===== src/rtl/custom_buff_ctrl.sv =====
// -----------------------------------------------------------------------------
// custom_buff_ctrl
//
// Sequencer for the shared 8-bit load bus of the feature/weight buffer and
// multiplier. For each of LEN pairs it reads feature[i] and weight[i] from a
// 1-cycle-latency memory. It strobes them into the buffer over data_out. It
// then adds the returned 8-bit product into acc_out. A one-cycle done pulse
// ends the run.
//
// Ports
//   clk        clock, rising edge
//   rst        asynchronous active-low reset
//   start      run request, sampled only while idle
//   mem_rd     memory read strobe
//   mem_addr   memory read address (0 when mem_rd is low)
//   mem_data   memory read data, valid the cycle after mem_rd
//   data_out   load bus to the buffer (0 unless a load strobe is high)
//   feature_en load feature register from data_out
//   weight_en  load weight register from data_out
//   mul_in     product from the buffer/ALU
//   busy       high in every state except idle
//   done       one-cycle pulse, acc_out is final
//   acc_out    accumulated sum, holds the last result while idle
//   ovf        sticky: accumulator wrapped during the current run
// -----------------------------------------------------------------------------
module custom_buff_ctrl #(
  parameter int LEN    = 9,
  parameter int ADDR_W = 8,
  parameter int F_BASE = 0,
  parameter int W_BASE = 16,
  parameter int ACC_W  = 16
) (
  input  logic              clk,
  input  logic              rst,
  input  logic              start,
  output logic              mem_rd,
  output logic [ADDR_W-1:0] mem_addr,
  input  logic [7:0]        mem_data,
  output logic [7:0]        data_out,
  output logic              feature_en,
  output logic              weight_en,
  input  logic [7:0]        mul_in,
  output logic              busy,
  output logic              done,
  output logic [ACC_W-1:0]  acc_out,
  output logic              ovf
);

  localparam int IDX_W = (LEN > 1) ? $clog2(LEN) : 1;

  typedef enum logic [2:0] {
    S_IDLE = 3'd0,
    S_RD_F = 3'd1,
    S_LD_F = 3'd2,
    S_LD_W = 3'd3,
    S_ACC  = 3'd4,
    S_DONE = 3'd5
  } state_t;

  state_t             state_r;
  logic [IDX_W-1:0]   idx_r;
  logic [IDX_W-1:0]   nxt_idx_s;
  logic [ACC_W:0]     sum_s;
  logic               mem_rd_r;
  logic [ADDR_W-1:0]  mem_addr_r;
  logic               feature_en_r;
  logic               weight_en_r;
  logic               busy_r;
  logic               done_r;
  logic [ACC_W-1:0]   acc_r;
  logic               ovf_r;

  // Next pair index and widened accumulator sum (MSB is the carry-out).
  always_comb begin
    nxt_idx_s = idx_r + IDX_W'(1);
    sum_s     = (ACC_W+1)'(acc_r) + (ACC_W+1)'(mul_in);
  end

  // Sequencer: every output register is loaded together with the state it
  // belongs to, so outputs change on the same edge as the state.
  always_ff @(posedge clk or negedge rst) begin
    if (!rst) begin
      state_r      <= S_IDLE;
      idx_r        <= '0;
      mem_rd_r     <= 1'b0;
      mem_addr_r   <= '0;
      feature_en_r <= 1'b0;
      weight_en_r  <= 1'b0;
      busy_r       <= 1'b0;
      done_r       <= 1'b0;
      acc_r        <= '0;
      ovf_r        <= 1'b0;
    end else begin
      case (state_r)
        S_IDLE: begin
          if (start) begin
            state_r    <= S_RD_F;
            idx_r      <= '0;
            acc_r      <= '0;
            ovf_r      <= 1'b0;
            busy_r     <= 1'b1;
            mem_rd_r   <= 1'b1;
            mem_addr_r <= ADDR_W'(F_BASE);
          end else begin
            state_r <= S_IDLE;
          end
        end
        S_RD_F: begin
          // Feature arrives now; issue the weight read in the same cycle.
          state_r      <= S_LD_F;
          mem_rd_r     <= 1'b1;
          mem_addr_r   <= ADDR_W'(W_BASE) + ADDR_W'(idx_r);
          feature_en_r <= 1'b1;
        end
        S_LD_F: begin
          state_r      <= S_LD_W;
          mem_rd_r     <= 1'b0;
          mem_addr_r   <= '0;
          feature_en_r <= 1'b0;
          weight_en_r  <= 1'b1;
        end
        S_LD_W: begin
          state_r     <= S_ACC;
          weight_en_r <= 1'b0;
        end
        S_ACC: begin
          acc_r <= sum_s[ACC_W-1:0];
          ovf_r <= ovf_r | sum_s[ACC_W];
          if (idx_r == IDX_W'(LEN - 1)) begin
            state_r <= S_DONE;
            done_r  <= 1'b1;
          end else begin
            state_r    <= S_RD_F;
            idx_r      <= nxt_idx_s;
            mem_rd_r   <= 1'b1;
            mem_addr_r <= ADDR_W'(F_BASE) + ADDR_W'(nxt_idx_s);
          end
        end
        S_DONE: begin
          // start is deliberately ignored here; it is only seen back in idle.
          state_r <= S_IDLE;
          done_r  <= 1'b0;
          busy_r  <= 1'b0;
        end
        default: begin
          state_r      <= S_IDLE;
          mem_rd_r     <= 1'b0;
          mem_addr_r   <= '0;
          feature_en_r <= 1'b0;
          weight_en_r  <= 1'b0;
          busy_r       <= 1'b0;
          done_r       <= 1'b0;
        end
      endcase
    end
  end

  // The memory returns data in the load cycle itself. The load bus therefore
  // passes mem_data through, gated by the registered load strobes.
  assign data_out   = (feature_en_r | weight_en_r) ? mem_data : 8'd0;
  assign mem_rd     = mem_rd_r;
  assign mem_addr   = mem_addr_r;
  assign feature_en = feature_en_r;
  assign weight_en  = weight_en_r;
  assign busy       = busy_r;
  assign done       = done_r;
  assign acc_out    = acc_r;
  assign ovf        = ovf_r;

endmodule


===== config.mk =====
export PLATFORM = sky130hd
export DESIGN_NAME = custom_buff_ctrl
export DESIGN_NICKNAME = d
export VERILOG_FILES = /design/src/rtl/custom_buff_ctrl.sv
export SDC_FILE = /design/constraint.sdc
export NUM_CORES = 1
export LEC_CHECK = 0
export CAP_MARGIN = 20
export CORE_MARGIN = 10
export CORE_UTILIZATION = 48
export DETAILED_ROUTE_END_ITERATION = 6
export PLACE_DENSITY = 0.81
export SKIP_LAST_GASP = 1
export SYNTH_ARGS = -nofsm -noshare
export SYNTH_HDL_FRONTEND = slang
export SYNTH_SLANG_ARGS = --single-unit

===== constraint.sdc =====
create_clock -name clk -period 2.2 [get_ports clk]
set_input_delay 0.22 -clock clk [delete_from_list [all_inputs] [get_ports clk]]
set_output_delay 0.22 -clock clk [all_outputs]
set_load 0.02 [all_outputs]

### Word-level counts from Yosys, hierarchy flattened

Index checks and enable logic that the tools add are counted.

* register bits after elaboration: 37
* bits in latches: 0
* RAM bits: 0
* bits in read-only memories: 0
* input bits: 19
* output and inout port bits: 38
* logic and storage cells: 61
* memories: 0

* add/sub/neg operators: 3
* multiply operators: 0
* divide/modulo/power cells: 0
* order comparisons: 0
* equal/unequal tests: 9
* shift operators: 0
* multiplexer cells: 22
* bitwise logic cells: 5
* reductions and logical operators: 12

Operators by type and width (number)
* 16-bit case mux with 2 select lines: 1
* 8-bit case mux with 4 select lines: 1
* 8-bit 2-to-1 mux: 3
* 16-bit by 8-bit adder with 17-bit output: 1
* 16-bit 2-to-1 mux: 1
* 4-bit OR reduction: 4
* 3-bit case mux with 5 select lines: 1
* 1-bit case mux with 2 select lines: 5
* 4-bit 2-to-1 mux: 2
* 4-bit case mux with 2 select lines: 1
* 5-bit by 4-bit adder with 6-bit output (first input constant): 1
* 3-bit by 2-bit equality test with 1-bit output (second input constant): 2
* 3-bit equality test (second input constant): 2
* 2-bit inequality test (second input constant): 3
* 2-bit AND reduction: 3
* 3-bit AND reduction: 2
* 1-bit 2-to-1 mux: 5
* 4-bit by 1-bit adder with 4-bit output (second input constant): 1
* 4-bit equality test (second input constant): 1
* 1-bit case mux with 4 select lines: 1
* 3-bit by 1-bit equality test with 1-bit output (second input constant): 1
* 3-bit logical NOT: 1
* 3-bit 2-to-1 mux: 1
* 1-bit NOT: 3
* 3 further kinds: 4

### Logic depth before layout (Yosys ltp)

* depth after elaboration: 4
* mapped depth: 8
* mapped depth without buffers: 8

### Worst setup path before layout

No wires, ideal clock.

* kind: register to register
* start: register acc_r[0], in the netlist acc_out[0]
* end: register acc_r[14], in the netlist acc_out[14]
* library setup time: 0.138 ns
* data arrival time: 1.934 ns
* data required time: 2.062 ns
* path slack: 0.128 ns
* stages on the path, launching flop included: 9
* buffers on the path: 0
* clock period less this slack: 2.072 ns
* cell sequence: dfrtp_1 -> ha_1 -> inv_1 -> fa_1 -> nor2b_1 -> o2111ai_1 -> a21oi_1 -> o2111ai_1 -> mux2i_1

* longest elaborated chain between the ends: 2

Ends and longest elaborated chain
* from (decl): RTL line 70 `logic [ACC_W-1:0] acc_r;`
* from (signal assigned): RTL line 127 `acc_r <= sum_s[ACC_W-1:0];`
* 16-bit by 8-bit adder with 17-bit output: RTL line 76 `sum_s = (ACC_W+1)'(acc_r) + (ACC_W+1)'(mul_in);`
* 16-bit case mux with 2 select lines: RTL line 94 `case (state_r)`

No other way between the ends.
A chain may end at the register's enable or synchronous reset.

### Worst setup path in the final report

Ends and elaborated chain as after synthesis.

==> summary.md <==
| Metric | Value |
|---|---|
| Status | finished clean |
| Post-synth top cells | dfrtp_1, nand2_1, o21ai_0 |
| Number of synthesized flops with an enable pin | 0 |
| Area after DPL | 2620 sq um |
| DRT Wirelength | roughly 4800 um |
| Seq/Total Area, Yosys | 0.427 |
| Overall Global Routing Usage | 0.137 |
| Synthesis-to-layout area growth | 36.7% |
| Ant diodes | 0 |
| Critical Path, Cell by Cell | ha_1, inv_1, fa_1, nor2b_2, o2111ai_1, a21oi_1, buf_4, o2111ai_1, mux2i_1 |
| Grt ovf | 0 |
| Yosys reg bits | 34 |
| Post-DP HPWL | approximately 3700 um |
| Post-synth cell types | between 40 and 50 |
| TritonCTS buffer count | 5 |
| Tot Pwr | 3.16 mW |
| Die Wd | approximately 84 um |
| RSZ-0062 raised after global routing | false |
| CP max stage delay | 0.40 ns |
| Internal | between 1.5 and 2 mW |
| Leak Pwr | ~1.3 nW |
| Vias in the first global route | about 1,800 |
| Slew @ Worst Pin | approximately 0.51 ns |
| Ranking of synthesized cells by area | dfrtp_1, ha_1, nand2_1, o21ai_0, nor2b_1 |
| Synth Flop Type | dfrtp_1 |
| Clock root cell | clkbuf_8 |
| H-tree lvl count | 2 |
| Clock Sinks | 34 |
| Via count | between 1,500 and 2,000 |
| Cts hold-fix bufs | 0 |
| Worst path slowest cell | fa_1 |
| Final GP Congestion | about 0.85 |
| Drt initial violations | a little over 100 |
| IO Count | between 50 and 60 |
| Switching power | 1.33 mW |
| Sequential power share | 0.313 |
| Port Buffers | 53 |
| Reg2reg path depth | 9 |
| Largest net degree at the start of global routing | 35 |
| YS warnings | 0 |
| Clk_lat worst skew | approximately 0.29 ns |
| Beginning of the critical path | acc_out[0] |
| Logic pwr share | 0.533 |
| Critical R2R Capture | acc_out[14] |
| Full die area | between 7000 and 8000 sq um |
| Slew Limit Headroom | 0.656 |
| Critical Path Fanout Max | 5 |
| Final Instance Area | 2720 sq um |
| Nets | ~300 |
| Worst setup SP type | flop |
| Clock Skew | about 0.0076 ns |
| Crit path top cell by count | o2111ai_1 |
| Fmax | between 400 and 500 MHz |
| Setup ws final | approximately 0.20 ns |
| Max cap viols | 0 |
| First-pass GRT wire length | about 8400 um |
| Synth Instances | 198 |
| Arr. time, crit path | ~2.2 ns |
| CTS tree | built |
| Routed wire length per instance | around 15 um |
| Hold Violations, Final | 0 |
| Sw frac | 0.419 |
| Starting Density | 0.498 |
| Synthesized area | ~2000 sq um |
| Post-route minimum period | around 2 ns |
| Hold Crit Class | input pin to asynchronous set/reset pin |
| CP Class | flop to flop |
| Async set-reset flop share out of synthesis | 1.00 |
| Final Cycle Share | 0.911 |
| Peak supply drop | slightly below 700 uV |
| CP required | 2.37 ns |
| R2r setup slk | around 0.20 ns |
| Synth top area share | 0.427 |
| Dpl ws | -0.120 ns |
| Max Slew Vio Count | 0 |
| Final core utilization | 0.680 |
| P per Cell Area | between 1000 and 1500 nW/um^2 |
| Area leader, netlist | dfrtp_1 |
| Crit end category | flop |
| Rows | 23 |
| Clock Power Share | 0.155 |
| Synthesized area per cell | 10.1 sq um |
| Clk pin slew, worst setup/hold paths | approximately 0.07 ns |
| Cell with the most instances after synthesis | dfrtp_1 |
| CORE AREA | between 4000 and 5000 sq um |
| Initial antenna violation count | 0 |
| Antenna Nets Post-Route | 0 |
| CP endpoint | acc_out[14] |
| Worst r2r src | acc_out[0] |
| Share of layout cells above drive strength 1 | 0.117 |
| Hold Slack | 0.331 ns |
| Clock Tree Buf Depth | 2 |
| Setup-failing EPs final | 0 |
| DRT Pass-1 Iters | 4 |
| FILL cells | 358 |
| Die Y | around 84 um |
| Via-per-instance ratio | about 5.4 |
| DR DRC count | 0 |
## kinds of logic (layout without fill, tap and decap cells)
logic type | count (synthesis) | in the layout | share of synthesized area
DFF | 34 | 34 | 0.427
and+or+nand+nor | 61 | 61 | 0.167
other | 1 | 3 | 0.00188
xor gates and xnor gates | 8 | 8 | 0.0352
AOI/OAI and AO/OA | 58 | 58 | 0.202
adders and majority gates | 12 | 12 | 0.0779
buffers and inverters | 15 | 80 | 0.0402
muxes | 9 | 9 | 0.0478
## timing repair
| action | in CTS | in global routing |
|---|---|---|
| resized for setup | 0 | 1 |
| setup buffers | 0 | 0 |
| hold endpoints to repair | 0 | 0 |
| setup endpoints to repair | 0 | 1 |
## power by group through the flow
stage / combinational, mW / clock [mW] / sequential (mW)
final: 1.68 / 0.489 / 0.990
after global routing: 1.87 / 0.523 / 1.03
after CTS: 1.71 / 0.503 / 0.992
after detailed placement: 1.69 / 0 / 1.00
after global placement: 1.65 / 0 / 0.994
after floorplan: 0.974 / 0 / 1.07
## flip-flops by register name, summed over array words and instances (netlist names)
signal and flops:
acc_out 16, mem_addr 5, state_r 3, ovf 1, feature_en 1, idx_r 4, weight_en 1, done 1
mem_rd 1, busy 1
## cell type report
class / instances / area (sq um) / share of cell area
clock buffers: 6 / 82.6 / 0.0303
clock inverters: 2 / 12.5 / 0.00460
inverters: 8 / 30.0 / 0.0110
multi-input cells: 151 / 1070 / 0.393
flip-flops and latches: 34 / 851 / 0.313
well taps: 50 / 62.6 / 0.0230
repair buffers: 64 / 613 / 0.225
## worst min-delay path by stage
stage / endpoint / slack (ns) / start / depth (start not counted)
2_1_floorplan: acc_out[0] / -0.08 / rst / 0
3_3_place_gp: mem_addr[4] / 0.47 / mem_addr[4] / 1
3_5_place_dp: ovf / 0.47 / ovf / 2
4_1_cts: done / 0.34 / rst / 2
5_1_grt: done / 0.38 / rst / 2
6_report: done / 0.33 / rst / 2
## placed cells by master (no fill, tap or decap), types with 2 or more instances in the layout
cell type        instances
conb_1                   3
mux2_2                   4
mux2i_1                  5
a21oi_1                  8
a211oi_1                 2
xnor2_1                  5
o211ai_1                 3
nand2_1                 24
o31ai_1                  3
dfrtp_1                 34
a21o_1                   8
a221o_1                  2
nor2b_1                 11
clkbuf_8                 6
o2111ai_1                2
ha_1                    10
nor2_1                   9
nor3_1                   2
a22o_1                   2
o21ai_0                 17
inv_1                    8
xor2_1                   3
buf_4                   11
clkdlybuf4s50_1         53
and3_1                   3
and2_1                   5
o21a_1                   2
## worst max-delay path: cells and delay by family, from the launching register on
| kind | cells | cell delay [ns] |
|---|---|---|
| multiplexers | 1 | 0.15 |
| buffers and inverters | 2 | 0.19 |
| adder cells (fa/ha/maj) | 2 | 0.57 |
| AND/OR/NAND/NOR | 1 | 0.14 |
| AO/OA/AOI/OAI | 3 | 0.43 |
| flip-flops | 1 | 0.38 |
## through the flow
step	setup TNS, ns	instances
floorplan	0	200
global placement	-0.0886	307
detailed placement	-0.302	307
CTS	0	315
global route	0	315
finish	0	315
## routing by layer
| metal | GRT usage | up-vias | share of wire |
|---|---|---|---|
| li1 | - | 828 | - |
| met1 | 0.153 | 830 | 0.40 |
| met2 | 0.240 | 41 | 0.52 |
| met3 | 0.0512 | 6 | 0.070 |
| met4 | 0.0374 | 0 | 0.0097 |
| met5 | 0 | - | 0 |
Power figures use the tool's default switching activity.
